File: config.mk
export PLATFORM = sky130hd
export DESIGN_NAME = btb_predictor_flat
export DESIGN_NICKNAME = d
export VERILOG_FILES = /design/src/rtl/btb_predictor_pkg.sv /design/src/rtl/btb_predictor_if.sv /design/src/rtl/btb_predictor_sat_counter2.sv /design/src/rtl/btb_predictor.sv /design/src/flat_wrapper.sv
export SDC_FILE = /design/constraint.sdc
export NUM_CORES = 1
export LEC_CHECK = 0
export CORE_MARGIN = 2
export CORE_UTILIZATION = 52
export CTS_CLUSTER_SIZE = 12
export DETAILED_ROUTE_END_ITERATION = 8
export HOLD_SLACK_MARGIN = 0.12
export MAX_ROUTING_LAYER = met4
export PLACE_DENSITY = 0.88
export SLEW_MARGIN = 40
export SYNTH_ARGS = -nofsm -noshare
export SYNTH_HDL_FRONTEND = slang
export SYNTH_SLANG_ARGS = --single-unit
File: constraint.sdc
create_clock -name CLK -period 3.4 [get_ports CLK]
set_clock_uncertainty 0.2 [all_clocks]
set_input_delay 0.34 -clock CLK [delete_from_list [all_inputs] [get_ports CLK]]
set_output_delay 0.34 -clock CLK [all_outputs]
set_load 0.005 [all_outputs]
File: src/rtl/btb_predictor_pkg.sv
// Shared types for the branch target buffer: direction counter encoding,
// table entry layout and the PC-to-tag split helper.
package btb_predictor_pkg;

    typedef logic [1:0] btb_ctr_t;

    localparam btb_ctr_t CTR_SNT = 2'b00;
    localparam btb_ctr_t CTR_WNT = 2'b01;
    localparam btb_ctr_t CTR_WT  = 2'b10;
    localparam btb_ctr_t CTR_ST  = 2'b11;

    localparam int TAG_MAX_W = 30;

    // Tag is stored right-aligned; bits above the configured tag width stay zero
    typedef struct packed {
        logic                 valid;
        logic [TAG_MAX_W-1:0] tag;
        logic [31:0]          target;
        btb_ctr_t             ctr;
    } btbentry_t;

    function automatic logic [TAG_MAX_W-1:0] pc_tag(input logic [29:0] waddr, input int idx_w);
        return waddr >> idx_w;
    endfunction

endpackage

File: src/rtl/btb_predictor_if.sv
// Fetch/execute-side signal bundle of the branch predictor.
interface btb_predictor_if;

    logic [31:0] curr_pc;
    logic        btb_hit;
    logic        pred_taken;
    logic [31:0] pred_pc;
    logic        update_en;
    logic [31:0] update_pc;
    logic        update_taken;
    logic [31:0] update_target;
    logic        update_mispredict;
    logic        invalidate_all;
    logic [31:0] mispredict_count;

    modport bp (
        input  curr_pc, update_en, update_pc, update_taken, update_target,
               update_mispredict, invalidate_all,
        output btb_hit, pred_taken, pred_pc, mispredict_count
    );

    modport fetch (
        output curr_pc,
        input  btb_hit, pred_taken, pred_pc
    );

    modport ex (
        output update_en, update_pc, update_taken, update_target,
               update_mispredict, invalidate_all,
        input  mispredict_count
    );

endinterface

File: src/rtl/btb_predictor_sat_counter2.sv
// Two-bit saturating up/down counter next-value logic, shared by predictor variants.
module sat_counter2
    import btb_predictor_pkg::*;
(
    input  btb_ctr_t ctr,
    input  logic     taken,
    output btb_ctr_t ctr_next
);

    // Step toward the resolved direction, holding at either end
    always_comb begin
        ctr_next = ctr;
        if (taken) begin
            if (ctr != CTR_ST) ctr_next = ctr + 2'd1;
            else               ctr_next = ctr;
        end else begin
            if (ctr != CTR_SNT) ctr_next = ctr - 2'd1;
            else                ctr_next = ctr;
        end
    end

endmodule

File: src/rtl/btb_predictor.sv
// Direct-mapped branch target buffer with optional 2-bit direction counters.
// Lookup is combinational from curr_pc; table updates and stats are registered.
module btb_predictor
    import btb_predictor_pkg::*;
#(
    parameter int       ENTRIES  = 4,
    parameter int       MODE     = 1,
    parameter btb_ctr_t CTR_INIT = CTR_WT
) (
    input  logic        CLK,
    input  logic        nRST,
    btb_predictor_if.bp bp
);

    localparam int IDX_W = $clog2(ENTRIES);
    localparam btbentry_t RST_ENTRY = '{valid: 1'b0, tag: 30'd0, target: 32'd0, ctr: CTR_WNT};

    btbentry_t        table_r [ENTRIES];
    logic [31:0]      mispredict_count_r;
    logic [IDX_W-1:0] lk_idx_s;
    logic [IDX_W-1:0] up_idx_s;
    logic [29:0]      up_tag_s;
    btbentry_t        lk_entry_s;
    btbentry_t        up_entry_s;
    logic             lk_hit_s;
    logic             lk_dir_s;
    logic             lk_taken_s;
    logic [31:0]      lk_next_pc_s;
    logic             uhit_s;
    btb_ctr_t         ctr_next_s;
    logic             unused_s;

    assign lk_idx_s = bp.curr_pc[IDX_W+1:2];
    assign up_idx_s = bp.update_pc[IDX_W+1:2];
    assign up_tag_s = pc_tag(bp.update_pc[31:2], IDX_W);

    // Lookup reads the pre-update table; a same-cycle write shows up next cycle
    always_comb begin
        lk_entry_s = table_r[lk_idx_s];
        lk_hit_s   = lk_entry_s.valid && (lk_entry_s.tag == pc_tag(bp.curr_pc[31:2], IDX_W));
        if (MODE == 0) lk_dir_s = 1'b1;
        else           lk_dir_s = lk_entry_s.ctr[1];
        lk_taken_s = lk_hit_s && lk_dir_s;
        if (lk_taken_s) lk_next_pc_s = lk_entry_s.target;
        else            lk_next_pc_s = bp.curr_pc + 32'd4;
    end

    // Tag check for the entry the resolving branch maps to
    always_comb begin
        up_entry_s = table_r[up_idx_s];
        uhit_s     = up_entry_s.valid && (up_entry_s.tag == up_tag_s);
    end

    sat_counter2 u_ctr (
        .ctr      (up_entry_s.ctr),
        .taken    (bp.update_taken),
        .ctr_next (ctr_next_s)
    );

    // Table write port: invalidate wins over update; not-taken misses never allocate
    always_ff @(posedge CLK or negedge nRST) begin
        if (!nRST) begin
            for (int i = 0; i < ENTRIES; i++) table_r[i] <= RST_ENTRY;
        end else if (bp.invalidate_all) begin
            for (int i = 0; i < ENTRIES; i++) table_r[i].valid <= 1'b0;
        end else if (bp.update_en) begin
            if (uhit_s) begin
                table_r[up_idx_s].ctr <= ctr_next_s;
                if (bp.update_taken) table_r[up_idx_s].target <= bp.update_target;
            end else if (bp.update_taken) begin
                table_r[up_idx_s] <= '{valid: 1'b1, tag: up_tag_s,
                                       target: bp.update_target, ctr: CTR_INIT};
            end
        end
    end

    // Saturating mispredict statistics, untouched by invalidate_all
    always_ff @(posedge CLK or negedge nRST) begin
        if (!nRST) begin
            mispredict_count_r <= 32'd0;
        end else if (bp.update_en && bp.update_mispredict &&
                     (mispredict_count_r != 32'hFFFF_FFFF)) begin
            mispredict_count_r <= mispredict_count_r + 32'd1;
        end
    end

    assign bp.btb_hit          = lk_hit_s;
    assign bp.pred_taken       = lk_taken_s;
    assign bp.pred_pc          = lk_next_pc_s;
    assign bp.mispredict_count = mispredict_count_r;

    assign unused_s = ^{bp.update_pc[1:0], lk_entry_s.ctr, up_entry_s.target};

endmodule
File: src/flat_wrapper.sv
// flat-port wrapper written by rule: the top's interface ports become plain ports
module btb_predictor_flat import btb_predictor_pkg::*;
#(
    parameter int       ENTRIES  = 4,
    parameter int       MODE     = 1,
    parameter btb_ctr_t CTR_INIT = CTR_WT
)
  (CLK, nRST, bp_curr_pc, bp_update_en, bp_update_pc, bp_update_taken, bp_update_target, bp_update_mispredict, bp_invalidate_all, bp_btb_hit, bp_pred_taken, bp_pred_pc, bp_mispredict_count);
  btb_predictor_if bp_i ();
  input  logic CLK;
  input  logic nRST;
  input wire logic [$bits(bp_i.curr_pc)-1:0] bp_curr_pc;
  input wire logic [$bits(bp_i.update_en)-1:0] bp_update_en;
  input wire logic [$bits(bp_i.update_pc)-1:0] bp_update_pc;
  input wire logic [$bits(bp_i.update_taken)-1:0] bp_update_taken;
  input wire logic [$bits(bp_i.update_target)-1:0] bp_update_target;
  input wire logic [$bits(bp_i.update_mispredict)-1:0] bp_update_mispredict;
  input wire logic [$bits(bp_i.invalidate_all)-1:0] bp_invalidate_all;
  output wire logic [$bits(bp_i.btb_hit)-1:0] bp_btb_hit;
  output wire logic [$bits(bp_i.pred_taken)-1:0] bp_pred_taken;
  output wire logic [$bits(bp_i.pred_pc)-1:0] bp_pred_pc;
  output wire logic [$bits(bp_i.mispredict_count)-1:0] bp_mispredict_count;
  assign bp_i.curr_pc = bp_curr_pc;
  assign bp_i.update_en = bp_update_en;
  assign bp_i.update_pc = bp_update_pc;
  assign bp_i.update_taken = bp_update_taken;
  assign bp_i.update_target = bp_update_target;
  assign bp_i.update_mispredict = bp_update_mispredict;
  assign bp_i.invalidate_all = bp_invalidate_all;
  assign bp_btb_hit = bp_i.btb_hit;
  assign bp_pred_taken = bp_i.pred_taken;
  assign bp_pred_pc = bp_i.pred_pc;
  assign bp_mispredict_count = bp_i.mispredict_count;
  btb_predictor #(.ENTRIES(ENTRIES), .MODE(MODE), .CTR_INIT(CTR_INIT)) u_core (.CLK(CLK), .nRST(nRST), .bp(bp_i));
endmodule
==> summary.txt, run 1 <==
Outcome
  – Status: complete, but fails checks
  – Violated checks: setup timing

Setup path
  – Critical Setup Path Class: reg -> out
  – Crit path arrival time: 3.40 ns
  – Critical-path maximum fanout: 8
  – Critical Path End Type: primary output
  – Startpoint type of the worst setup path: register
  – Cell depth of the worst flop-to-flop path: 8
  – Worst reg-to-reg setup slack: 0.08 ns
  – Required @ worst endpoint: 2.86 ns

Worst hold path
  – Cell depth of the worst min-delay path: 2
  – Worst min-delay path class: in -> reg

Floorplanning
  – Die Span X: 175 µm
  – Die height: 175 µm
  – Initial standard-cell utilization of the core: 0.530
  – Row count: 62
  – I/O pins: 168
  – Die ar.: 30700 µm²
  – CORE AREA: 28800 µm²

Synth
  – Share of Yosys cell area claimed by the top area cell type: 0.460
  – Syn nets: 1231
  – Total of flip-flops plus latches after synthesis: 284
  – Library cell with the highest instance count after synthesis: sky130_fd_sc_hd__dfrtp_1
  – Count of different cell masters after synthesis: 65
  – Mean instance size in the synthesized netlist: 13.5 µm²
  – Post-synth ARST share: 1.00
  – Number of cells produced by synthesis: 1127
  – Register area share after synthesis: 0.467
  – Synth Cell Area: 15200 µm²
  – Primary flip-flop cell chosen by synthesis mapping: sky130_fd_sc_hd__dfrtp_1
  – Number of synthesized flops with an enable pin: 0
  – Yosys top cell by area: sky130_fd_sc_hd__dfrtp_1
  – Yosys warnings: 0
  – Synth top area cells: sky130_fd_sc_hd__dfrtp_1 (46%), sky130_fd_sc_hd__mux2_2 (18%), sky130_fd_sc_hd__mux4_2 (9.3%)
  – Commonest cells post-synth: sky130_fd_sc_hd__dfrtp_1 (280), sky130_fd_sc_hd__mux2_2 (249), sky130_fd_sc_hd__xnor2_1 (66)

CTS
  – Clock latency of the later-clocked register in the worst-skew pair: 0.57 ns
  – Reg clk slew, reported paths: 0.06 ns
  – TritonCTS clock tree: built
  – # H-tree levels: 1
  – Number of CTS-inserted buffers: 31
  – CTS Sinks: 284
  – Cell at the root of the clock tree: sky130_fd_sc_hd__clkbuf_16
  – Maximum buffer depth of the clock tree: 3

STA
  – Final count of pins violating max slew: 0
  – Relative max-transition margin: 0.447
  – Worst-Margin Slew: 0.826 ns
  – Maximum frequency from static timing analysis: 254 MHz
  – Final Hold Fails: 0
  – Final critical-path setup slack: -0.543 ns
  – Setup repair after global routing missed its margin: yes
  – Final setup violation count: 34
  – Minimum clock period after layout: 3.94 ns
  – Final critical-path share of the clock period: 1.16

GRT
  – M1 GR Usage: 0.396
  – Number of antenna violations at the first check in global routing: 1
  – Routing usage on met2: 0.463
  – Vias in the first global route: 11900
  – Wire length of the first global-routing pass: 69.2 mm
  – Busiest layer in global routing: met2
  – Total congestion overflow after global routing: 0
  – Pin count of the biggest net entering global routing: 82
  – Met3 Use GR: 0.0420
  – Overall track demand over capacity in global routing: 0.299

Power
  – VDD IR max: 0.519 mV
  – Total leakage power: 8.60 nW
  – Total power per unit cell area: 544 nW/µm²
  – Final Power: 10.6 mW

Job
  – Max_cap viols: 0

Detailed routing
  – Vias post-DR: 11400
  – 1st-pass router iterations: 6
  – DRT iter0 DRCs: 1147
  – DRC Markers: 0
  – Wire length after detailed routing: 44.9 mm
  – Antenna violation net count after detailed routing: 0
  – Number of vias per cell after detailed routing: 6.21
  – Routed wirelength normalized by instance count: 24.5 µm

Placement
  – Final HPWL DP: 31.2 mm
  – Placed instance area: 18300 µm²
  – Worst slack, placed: -0.465 ns
  – Number of port buffers: 165
  – Routability cong.: 0.937
  – Number of cells in the design after placement: 1762

Cells and area
  – Cell area after layout: 19600 µm²
  – Count of non-filler cells in the finished layout: 1833
  – Total of fill cells in the finished design: 1904
  – Synthesis-to-layout area growth: 28.3%
  – Share of cells above drive strength 1: 0.408
  – Area of the multi-input gates: 7800 µm²
  – Reg area: 7110 µm²
  – Final nets: 1528
[placed cells by master (no fill, tap or decap), types with 22 or more instances in the layout]
| cell type | netlist | routed |
|---|---|---|
| sky130_fd_sc_hd__dfrtp_1 | 280 | 280 |
| sky130_fd_sc_hd__mux2_2 | 249 | 249 |
| sky130_fd_sc_hd__buf_4 | 6 | 137 |
| sky130_fd_sc_hd__clkdlybuf4s50_1 | 0 | 126 |
| sky130_fd_sc_hd__xnor2_1 | 66 | 66 |
| sky130_fd_sc_hd__mux4_2 | 63 | 63 |
| sky130_fd_sc_hd__mux2i_1 | 48 | 48 |
| sky130_fd_sc_hd__nand2_1 | 42 | 42 |
| sky130_fd_sc_hd__xor2_1 | 41 | 41 |
| sky130_fd_sc_hd__clkbuf_16 | 0 | 32 |
| sky130_fd_sc_hd__nor2_1 | 29 | 29 |
| sky130_fd_sc_hd__nand3_1 | 30 | 29 |
| sky130_fd_sc_hd__clkbuf_2 | 0 | 22 |
[logic make-up after synthesis]
family          count (synthesis)  share of synthesized area
compound gates                 72                     0.0372
xor+xnor                      107                     0.0615
fa+ha+maj                       4                    0.00295
buf+inv                        81                     0.0291
flops                         284                      0.467
mux                           387                      0.335
simple gates                  192                     0.0678
[critical path, cell delays in order, from the launching register on]
cell	delay, ns
sky130_fd_sc_hd__dfrtp_1	0.41
sky130_fd_sc_hd__mux4_2	0.48
sky130_fd_sc_hd__xor2_1	0.16
sky130_fd_sc_hd__nor4_2	0.35
sky130_fd_sc_hd__nand4_1	0.20
sky130_fd_sc_hd__nor4_4	0.29
sky130_fd_sc_hd__nand3_4	0.15
sky130_fd_sc_hd__buf_12	0.17
sky130_fd_sc_hd__clkbuf_16	0.17
sky130_fd_sc_hd__mux2_4	0.31
sky130_fd_sc_hd__clkbuf_2	0.12
[sequential cells by signal, summed over array words and instances (netlist names)]
signal / count
u_core.table_r: 252
u_core.bp.mispredict_count: 32
[worst paths after layout]
kind / start / end
setup / recovery: u_core.table_r[56] / bp_pred_pc[23]
min in group asynchronous: nRST / u_core.table_r[75]
setup reg to reg: u_core.table_r[119] / u_core.table_r[1]
max in group asynchronous: nRST / u_core.table_r[195]
hold / removal: bp_update_target[30] / u_core.table_r[162]
hold reg to reg: u_core.bp.mispredict_count[30] / u_core.bp.mispredict_count[30]
[layer usage]
| metal | part of all wire | vias to the layer above | routed length, µm |
|---|---|---|---|
| li1 | - | 4809 | - |
| met1 | 0.40 | 5851 | 18000 |
| met2 | 0.47 | 566 | 21300 |
| met3 | 0.072 | 155 | 3240 |
| met4 | 0.052 | 0 | 2350 |
| met5 | 0 | - | 0 |
[area by class of cell]
cell class	instances	area share
antenna	1	0.000128
clock buffer	47	0.0458
clock inverter	10	0.00857
inverter	20	0.00384
multi-input combinational	762	0.399
sequential	284	0.364
tap	384	0.0246
timing repair buffer	325	0.154
[through the flow]
| step | hold slack [ns] | setup TNS [ns] | util |
|---|---|---|---|
| after floorplan | -0.156 | 0 | - |
| after global placement | 0.0977 | -24.59 | 0.635 |
| after detailed placement | 0.107 | -29.37 | 0.635 |
| after CTS | 0.253 | -16.98 | 0.675 |
| after global routing | 0.275 | -16.69 | 0.680 |
| final | 0.263 | -14.35 | 0.680 |
[what timing repair did]
| action | 4_1_cts | 5_1_grt |
|---|---|---|
| pin swaps | 1 | 3 |
| endpoints found under the setup margin | 34 | 73 |
| gates cloned | 0 | 2 |
| resized for setup | 31 | 76 |
| setup buffers | 3 | 7 |
| hold endpoints to repair | 280 | 0 |
| hold buffers | 3 | 0 |
[power by group]
part,total [mW],internal [mW],switching (mW)
clock network,3.49,2.12,1.38
logic,2.53,1.48,1.05
registers,4.61,4.09,0.522
total,10.6,7.69,2.95
(Power assumes the default switching activity.)
==> inputs of run 2 (changes only) <==
--- a/config.mk
+++ b/config.mk
@@ -6,12 +6,14 @@
 export NUM_CORES = 1
 export LEC_CHECK = 0
 export CORE_MARGIN = 2
-export CORE_UTILIZATION = 52
+export CORE_UTILIZATION = 57
+export CTS_CLUSTER_DIAMETER = 100
 export CTS_CLUSTER_SIZE = 12
 export DETAILED_ROUTE_END_ITERATION = 8
+export GPL_TIMING_DRIVEN = 0
 export HOLD_SLACK_MARGIN = 0.12
 export MAX_ROUTING_LAYER = met4
-export PLACE_DENSITY = 0.88
+export PLACE_DENSITY = 0.92
 export SLEW_MARGIN = 40
 export SYNTH_ARGS = -nofsm -noshare
 export SYNTH_HDL_FRONTEND = slang
==> constraint.sdc (replaced) <==
create_clock -name CLK -period 4.4 [get_ports CLK]
set_clock_uncertainty 0.2 [all_clocks]
set_input_delay 0.44 -clock CLK [delete_from_list [all_inputs] [get_ports CLK]]
set_output_delay 0.44 -clock CLK [all_outputs]
set_load 0.005 [all_outputs]
==> run 2 against run 1 <==
The flow finishes with violations (DRC). Non-clock buffer count decreased by 95. First-iteration DRC count rose by 4.4%. Critical path depth fell by 1. Critical path type unchanged. Critical endpoint unchanged.
==> summary.txt, run 2 (synthesis results as in run 1) <==
Setup path
  – Crit path arrival time: 3.73 ns
  – Critical-path maximum fanout: 5
  – Worst reg-to-reg setup slack: 0.88 ns
  – Slowest cell on the critical path: sky130_fd_sc_hd__mux4_2
  – Cell-by-cell listing of the critical path: mux4_2 > xor2_2 > nor4_2 > nand4_1 > nor4_4 > nand3_4 > buf_8 > mux2_1 > clkdlybuf4s50_1
  – Worst reg2reg endpoint: u_core.table_r[254]
  – Critical Setup Path Class: reg -> out
  – Beginning of the worst register-to-register path: u_core.table_r[121]
  – Max stage delay on crit path: 0.56 ns
  – Required @ worst endpoint: 3.76 ns
  – Critical Path End Type: primary output
  – Cell depth of the worst flop-to-flop path: 9
  – Startpoint type of the worst setup path: register

Cells and area
  – Count of non-filler cells in the finished layout: 1675
  – Final core occ: 0.708
  – Commonest non-fill, non-tap cells in the layout: sky130_fd_sc_hd__dfrtp_1 (280), sky130_fd_sc_hd__mux2_2 (249), sky130_fd_sc_hd__clkdlybuf4s50_1 (155), sky130_fd_sc_hd__xnor2_1 (65), sky130_fd_sc_hd__mux4_2 (63)
  – Total of fill cells in the finished design: 1755
  – Final nets: 1429
  – Share of cells above drive strength 1: 0.334
  – Top reg by flops: u_core.table_r
  – Leading cell type in the layout, fill and taps excluded: sky130_fd_sc_hd__dfrtp_1
  – Cell area after layout: 18500 µm²
  – Synthesis-to-layout area growth: 21.3%
  – Max FFs per register: 252

Placement
  – Worst slack, placed: -1.11 ns
  – Number of cells in the design after placement: 1624
  – Routability cong.: 0.931
  – Placed instance area: 17400 µm²
  – Final HPWL DP: 30.1 mm
  – Number of port buffers: 158

Detailed routing
  – Antenna violation net count after detailed routing: 0
  – Wire length after detailed routing: 42.7 mm
  – Total length of routed met2 wires: 20.3 mm
  – Met1 wire length: 16.9 mm
  – DRC Markers: 9
  – Number of vias per cell after detailed routing: 6.49
  – Vias post-DR: 10900
  – Routed wirelength normalized by instance count: 25.5 µm
  – Uppermost layer routed: met4
  – 1st-pass router iterations: 8
  – DRT iter0 DRCs: 1197
  – Detailed-routed wire length on met3: 3.58 mm

STA
  – Worst-Margin Slew: 0.807 ns
  – Hold slack final: 0.159 ns
  – Total Negative Setup Slacks: 0 ns
  – Relative max-transition margin: 0.458
  – Final critical-path share of the clock period: 0.994
  – Final setup violation count: 0
  – Final critical-path setup slack: 0.0253 ns
  – Maximum frequency from static timing analysis: 229 MHz
  – Final Hold Fails: 0
  – Minimum clock period after layout: 4.37 ns
  – Final count of pins violating max slew: 0

Power
  – Total power per unit cell area: 410 nW/µm²
  – VDD IR max: 0.314 mV
  – Final Power: 7.58 mW
  – Total leakage power: 7.82 nW

CTS
  – Number of CTS-inserted buffers: 27
  – TritonCTS clock tree: built
  – # H-tree levels: 1
  – Reg clk slew, reported paths: 0.06 ns
  – Clock latency of the later-clocked register in the worst-skew pair: 0.56 ns
  – CTS Sinks: 284
  – Cell at the root of the clock tree: sky130_fd_sc_hd__clkbuf_16
  – Maximum buffer depth of the clock tree: 3

GRT
  – Wire length of the first global-routing pass: 64.9 mm
  – Total congestion overflow after global routing: 0
  – Number of antenna violations at the first check in global routing: 3
  – Pin count of the biggest net entering global routing: 70
  – Overall track demand over capacity in global routing: 0.310
  – Vias in the first global route: 11300

Worst hold path
  – Worst min-delay path class: in -> async

Floorplanning
  – Die ar.: 28100 µm²
  – Initial standard-cell utilization of the core: 0.583
  – Row count: 59
  – I/O pins: 168
  – Die Span X: 168 µm
  – CORE AREA: 26100 µm²
  – Die height: 168 µm

Job
  – Max_cap viols: 0

Outcome
  – Violated checks: DRC
  – Status: complete, but fails checks
==> run 2: changes by cell type in the layout (fill, tap and decap cells not counted), moves of 6 or more <==
cell,change
sky130_fd_sc_hd__dlymetal6s2s_1,-8
sky130_fd_sc_hd__clkdlybuf4s50_1,+29
sky130_fd_sc_hd__buf_4,-127
sky130_fd_sc_hd__buf_2,+9
sky130_fd_sc_hd__buf_8,+6
sky130_fd_sc_hd__clkbuf_8,-6
sky130_fd_sc_hd__buf_12,-10
sky130_fd_sc_hd__clkbuf_1,+19
sky130_fd_sc_hd__clkbuf_2,-16
==> run 2: critical path, delay by kind of cell, from the launching register on <==
| family | cells | cell delay (ns) |
|---|---|---|
| xor+xnor | 1 | 0.20 |
| buf+inv | 2 | 0.64 |
| flops | 1 | 0.41 |
| mux | 2 | 0.91 |
| simple gates | 4 | 1.02 |
==> run 2: how the worst max path moves through the flow <==
stage | to | slack [ns] | start
6_report | bp_pred_pc[23] | 0.03 | u_core.table_r[241]
5_1_grt | bp_pred_pc[5] | -0.003 | u_core.table_r[241]
4_1_cts | bp_pred_pc[30] | 0.03 | bp_curr_pc[2]
3_5_place_dp | bp_pred_pc[14] | -1.11 | bp_curr_pc[2]
3_3_place_gp | u_core.bp.mispredict_count[2] | -9.04 | nRST
2_1_floorplan | bp_pred_pc[23] | 0.91 | bp_curr_pc[2]
==> run 2: cell type report <==
type                    count  area, µm²  area share
clock inverters             2       50.0     0.00271
diodes                      3       7.51    0.000406
repair buffers            169       1790      0.0968
multi-input cells         762       7840       0.424
inverters                  20       75.1     0.00406
clock buffers              39        721      0.0390
plain buffers              61        478      0.0258
well taps                 335        419      0.0227
flip-flops and latches    284       7110       0.385
==> run 2: metal layers <==
layer  track usage  up-vias
met5             -        -
li1              -     4605
met1         0.404     5572
met4         0.113        0
met3        0.0577      110
met2         0.490      576
==> run 2: repair_timing <==
item	CTS	global route
buffers inserted	3	2
cloned	0	1
endpoints found under the setup margin	34	32
hold endpoints to repair	148	0
pin swaps	4	3
hold buffers	1	0
resized for setup	43	28
==> run 2: report_power, final <==
group	leakage, nW	internal [mW]	switching [mW]
sequential	3.50	3.16	0.387
clock	0.371	1.19	0.993
combinational	3.95	1.07	0.787
